**src/rtl/dlatch_wr_sched_if.sv**
```systemverilog
// Requester-side and latch-bank-side signals of the latch write scheduler.
interface dlatch_wr_sched_if #(
  parameter int NREQ  = 4,
  parameter int W     = 8,
  parameter int NWORD = 4,
  parameter int AW    = 2
) ();
  localparam int IW = $clog2(NREQ);

  logic [NREQ-1:0]    req;
  logic [NREQ*AW-1:0] addr;
  logic [NREQ*W-1:0]  data;
  logic [NREQ-1:0]    ack;
  logic               err;
  logic [NWORD-1:0]   lat_en;
  logic [W-1:0]       lat_d;
  logic               busy;
  logic [IW-1:0]      gnt_id;

  // requester side drives requests and observes scheduler outputs
  modport master (
    output req, addr, data,
    input  ack, err, lat_en, lat_d, busy, gnt_id
  );

  // scheduler side
  modport slave (
    input  req, addr, data,
    output ack, err, lat_en, lat_d, busy, gnt_id
  );
endinterface

```
**src/rtl/dlatch_wr_sched.sv**
```systemverilog
// Round-robin write scheduler for a bank of level-sensitive latch words.
// Each write runs SETUP -> OPEN (OPEN_CYC cycles) -> HOLD -> ACK so the
// latch enable is only high while lat_d is stable.
module dlatch_wr_sched #(
  parameter int NREQ     = 4,
  parameter int W        = 8,
  parameter int NWORD    = 4,
  parameter int AW       = 2,
  parameter int OPEN_CYC = 1
) (
  input  logic             clk,
  input  logic             rst,
  dlatch_wr_sched_if.slave bus
);
  localparam int IW = $clog2(NREQ);
  localparam int CW = 4;

  typedef enum logic [2:0] {IDLE, SETUP, OPEN, HOLD, ACK} state_t;

  state_t           state;
  logic [IW-1:0]    ptr;
  logic [AW-1:0]    cap_addr;
  logic [CW-1:0]    cnt;

  logic             found;
  logic [IW-1:0]    cand;
  logic [IW-1:0]    pick;
  logic [AW-1:0]    pick_addr;
  logic [W-1:0]     pick_data;
  logic [NWORD-1:0] en_mask;
  logic             addr_ok;

  // first requesting index at or after ptr+1, wrapping
  always_comb begin
    found = 1'b0;
    pick  = '0;
    cand  = '0;
    for (int unsigned i = 1; i <= NREQ; i++) begin
      cand = IW'((32'(ptr) + i) % NREQ);
      if (!found && bus.req[cand]) begin
        found = 1'b1;
        pick  = cand;
      end
    end
  end

  // address/data slice of the selected requester
  always_comb begin
    pick_addr = '0;
    pick_data = '0;
    for (int unsigned j = 0; j < NREQ; j++) begin
      if (pick == IW'(j)) begin
        pick_addr = bus.addr[j*AW +: AW];
        pick_data = bus.data[j*W +: W];
      end
    end
  end

  // one-hot enable for the captured word; all-zero when out of range
  always_comb begin
    en_mask = '0;
    for (int unsigned w = 0; w < NWORD; w++) begin
      if (cap_addr == AW'(w)) en_mask[w] = 1'b1;
    end
  end

  assign addr_ok = |en_mask;

  // write sequencing FSM with registered outputs
  always_ff @(posedge clk or posedge rst) begin
    if (rst) begin
      state      <= IDLE;
      ptr        <= IW'(NREQ - 1);
      cap_addr   <= '0;
      cnt        <= '0;
      bus.ack    <= '0;
      bus.err    <= 1'b0;
      bus.lat_en <= '0;
      bus.lat_d  <= '0;
      bus.busy   <= 1'b0;
      bus.gnt_id <= '0;
    end else begin
      case (state)
        IDLE: begin
          bus.ack <= '0;
          bus.err <= 1'b0;
          if (found) begin
            // lat_d is loaded here so it is stable for the whole write
            cap_addr   <= pick_addr;
            bus.lat_d  <= pick_data;
            bus.gnt_id <= pick;
            bus.busy   <= 1'b1;
            state      <= SETUP;
          end
        end
        SETUP: begin
          bus.lat_en <= en_mask;
          cnt        <= CW'(OPEN_CYC - 1);
          state      <= OPEN;
        end
        OPEN: begin
          if (cnt == '0) begin
            bus.lat_en <= '0;
            state      <= HOLD;
          end else begin
            cnt <= cnt - 1'b1;
          end
        end
        HOLD: begin
          bus.ack <= NREQ'(1) << bus.gnt_id;
          bus.err <= !addr_ok;
          state   <= ACK;
        end
        ACK: begin
          bus.ack  <= '0;
          bus.err  <= 1'b0;
          bus.busy <= 1'b0;
          ptr      <= bus.gnt_id;
          state    <= IDLE;
        end
        default: state <= IDLE;
      endcase
    end
  end
endmodule

```
**src/flat_wrapper.sv**
```systemverilog
// flat-port wrapper written by rule: the top's interface ports become plain ports
module dlatch_wr_sched_flat 
#(
  parameter int NREQ     = 4,
  parameter int W        = 8,
  parameter int NWORD    = 4,
  parameter int AW       = 2,
  parameter int OPEN_CYC = 1
)
  (clk, rst, bus_req, bus_addr, bus_data, bus_ack, bus_err, bus_lat_en, bus_lat_d, bus_busy, bus_gnt_id);
  dlatch_wr_sched_if #(.NREQ(NREQ), .W(W), .NWORD(NWORD), .AW(AW)) bus_i ();
  input  logic clk;
  input  logic rst;
  input wire logic [$bits(bus_i.req)-1:0] bus_req;
  input wire logic [$bits(bus_i.addr)-1:0] bus_addr;
  input wire logic [$bits(bus_i.data)-1:0] bus_data;
  output wire logic [$bits(bus_i.ack)-1:0] bus_ack;
  output wire logic [$bits(bus_i.err)-1:0] bus_err;
  output wire logic [$bits(bus_i.lat_en)-1:0] bus_lat_en;
  output wire logic [$bits(bus_i.lat_d)-1:0] bus_lat_d;
  output wire logic [$bits(bus_i.busy)-1:0] bus_busy;
  output wire logic [$bits(bus_i.gnt_id)-1:0] bus_gnt_id;
  assign bus_i.req = bus_req;
  assign bus_i.addr = bus_addr;
  assign bus_i.data = bus_data;
  assign bus_ack = bus_i.ack;
  assign bus_err = bus_i.err;
  assign bus_lat_en = bus_i.lat_en;
  assign bus_lat_d = bus_i.lat_d;
  assign bus_busy = bus_i.busy;
  assign bus_gnt_id = bus_i.gnt_id;
  dlatch_wr_sched #(.NREQ(NREQ), .W(W), .NWORD(NWORD), .AW(AW), .OPEN_CYC(OPEN_CYC)) u_core (.clk(clk), .rst(rst), .bus(bus_i));
endmodule
```
**config.mk**
```make
export PLATFORM = sky130hd
export DESIGN_NAME = dlatch_wr_sched_flat
export DESIGN_NICKNAME = d
export VERILOG_FILES = /design/src/rtl/dlatch_wr_sched_if.sv /design/src/rtl/dlatch_wr_sched.sv /design/src/flat_wrapper.sv
export SDC_FILE = /design/constraint.sdc
export NUM_CORES = 1
export LEC_CHECK = 0
export CORE_MARGIN = 3
export CORE_UTILIZATION = 40
export DETAILED_ROUTE_END_ITERATION = 8
export PLACE_DENSITY = 0.84
export SLEW_MARGIN = 20
export SYNTH_ARGS = -nofsm -noshare
export SYNTH_HDL_FRONTEND = slang
export SYNTH_SLANG_ARGS = --single-unit
export TNS_END_PERCENT = 10
```
**constraint.sdc**
```tcl
create_clock -name clk -period 2.95 [get_ports clk]
set_input_delay 0.4425 -clock clk [delete_from_list [all_inputs] [get_ports clk]]
set_output_delay 0.4425 -clock clk [all_outputs]
set_load 0.01 [all_outputs]
```
==> impl_metrics.toml <==
[outcome]
outcome = "finished, final reports clean"

[routing]
first_pass_iters = 4
drtIter0Drc = 130
routed_wirelength_um = 4490
drt-wirelength-per-cell_um = 14.4
vias = 1662
avgViaCountPerCell = 5.34
drc = 0
ant_nets = 0

[clocking]
cts_made_buffers = 5
clk_latency_ps = 280
cts_buffer_depth = 2
ctsResizeCount = 0
ctsHoldBuffers = 0
cts_tree = "done"
clock_sinks = 31
cts_root_buf = "clkbuf_8"
clkTransAtPathRegs_ps = 70
htree_levels = 2
post_cts_buffers = 0

[pwr]
powerDensity_nw_per_um2 = 874
vdd_drop_max_uv = 414
p_leak_nw = 1.08
p_total_mw = 2.27

[synth]
synth_nets = 242
synth_cell_types = 43
ys.warnings.count = 0
synthCells = 194
syn_area_sq_um = 1850
yosysTopAreaCellShare_pct = 39.2
ys_top_cells_by_count = "29 x dfrtp_1, 18 x nand2_1, 17 x inv_1"
ys_seq_elements = 31
synth_top_area_cell = "dfrtp_1"
synth_seq_area_share_pct = 42.1
yosys_most_used_dff = "dfrtp_1"
yosys-top-cells-area = "dfrtp_1 39%, mux2i_1 8.7%, a211oi_1 4.1%"
synth_most_common_cell = "dfrtp_1"
synth_edf_count = 0
syn_avg_cell_area_sq_um = 9.53
synthArstFlopShare_pct = 100

[sta]
finalSetupViolations = 0
tns_ps = 0
finalCritPeriodShare_pct = 81.5
fin_skew_ps = 6.69
worstMarginPinSlew_ps = 968
slew_violations = 0
fin_crit_ps = 2400
fmax_ghz = 0.416
grt_setup_unrepaired = "false"
relSlewSlack_pct = 35.2
finalHoldViolations = 0
whs_ps = 474

[layout]
fin_nets = 306
area_growth_pct = 40.7
post-route-util_pct = 59.0
layout-drive-gt1-share_pct = 7.34
final_area_sq_um = 2600
diodes = 0

[die]
die-height_um = 74.0
start_util_pct = 41.9
core_sq_um = 4410
die_x_um = 74.0
num_io_pins = 66
core.rowCount = 24
dieArea_sq_um = 5480

[placed_design]
placed_area_sq_um = 2520
place.gp.congestion = 0.856
dp_hpwl_um = 3330
portBuffers = 65

[setup_path]
cpPeakStageDelay_ps = 750
crit_chain = "clkdlybuf4s50_1, o31ai_1, nor2_1, o221ai_1, a22oi_2"
cp_max_fo = 11
critPathKind = "primary input to flip-flop"
slowest_stage = "nor2_1"
worstPathArrival_ps = 2610
reg2reg_depth = 5
r2r_start = "u_core.state[1]"
rrSetupSlack_ps = 690
cp-end-kind = "flip-flop"
timing.rr.end = "u_core.bus.lat_d[0]"
cp-start-kind = "primary input"
crit_required_ps = 3160

[flow_run]
maxCapViolations = 0

[global_routing]
grt.total_usage_pct = 17.3
overflow = 0
grt_first_pass_wirelength_um = 7320
grt_max_degree = 32
antenna_found_initial = 0
grt_pass1_vias = 1588

[min_path]
holdPathStages = 2
holdCritStartpoint = "u_core.bus.lat_en[1]"
holdPathEnd = "u_core.bus.lat_en[1]"
worstHoldPathType = "flip-flop to flip-flop"
-- critical path, delay by kind of cell --
kind / cells / cell delay [ps]
AOI/OAI and AO/OA: 3 / 750
and+or+nand+nor: 1 / 750
buffers and inverters: 1 / 660
-- cell families (layout without fill, tap and decap cells) --
logic type | Yosys count | after routing | share of synthesized area, %
AOI/OAI and AO/OA | 58 | 58 | 24.1
muxes | 17 | 17 | 9.27
buffers and inverters | 27 | 92 | 6.56
and+or+nand+nor | 57 | 57 | 15.7
DFF | 31 | 31 | 42.1
xor gates and xnor gates | 2 | 2 | 0.947
adders and majority gates | 2 | 2 | 1.35
-- power breakdown --
part           internal, mW  switching (mW)
clock network         0.167           0.154
logic                 0.600           0.562
registers             0.607           0.183
total                  1.37           0.899
-- routing by layer --
layer  track usage (%)  up-vias  share of wire [%]
li1                  -      835                  -
met1              23.1      763                 44
met2              26.1       58                 48
met3              5.27        6                6.8
met4              7.44        0                1.2
met5                 0        -                  0
-- stage by stage --
stage	cells	setup slack (ps)
2_1_floorplan	194	1170
3_3_place_gp	303	398
3_5_place_dp	303	290
4_1_cts	311	580
5_1_grt	311	415
6_report	311	546
-- cell usage in the layout (no fill, tap or decap), drive strengths merged, types with 5 or more instances in the layout --
cell type / instances
clkbuf: 8
inv: 17
a21oi: 10
dfrtp: 29
o21ai: 6
a22o: 5
clkdlybuf4s50: 65
nor3: 5
o221ai: 5
nand2b: 8
nor2: 10
a22oi: 5
a211oi: 10
mux2i: 16
nand2: 18
-- final cells by class --
type,instances,area [sq um]
fill,394,1810
multi-input combinational,136,950
sequential,31,778
timing repair buffer,67,666
clock buffer,8,80.1
tap,52,65.1
inverter,17,63.8
-- registers in the layout, summed over array words and instances, names as in the netlist --
name,flops
u_core.bus.gnt_id,2
u_core.cap_addr,2
u_core.bus.lat_en,4
u_core.bus.lat_d,8
u_core.state,3
u_core.bus.busy,1
u_core.bus.ack,4
u_core.bus.err,1
u_core.cnt,4
u_core.ptr,2
-- worst max path at each step --
stage | start | end | slack (ps) | cells after the start
after detailed placement | bus_req[3] | u_core.bus.lat_d[0] | 290 | 5
final | bus_req[3] | u_core.bus.lat_d[0] | 550 | 5
after floorplan | bus_req[2] | u_core.cap_addr[0] | 1170 | 7
after global placement | bus_req[3] | u_core.bus.lat_d[1] | 400 | 5
after CTS | bus_req[3] | u_core.bus.lat_d[2] | 580 | 5
after global routing | bus_req[3] | u_core.bus.lat_d[1] | 410 | 5
No activity file was read; power rests on OpenSTA's default activity.
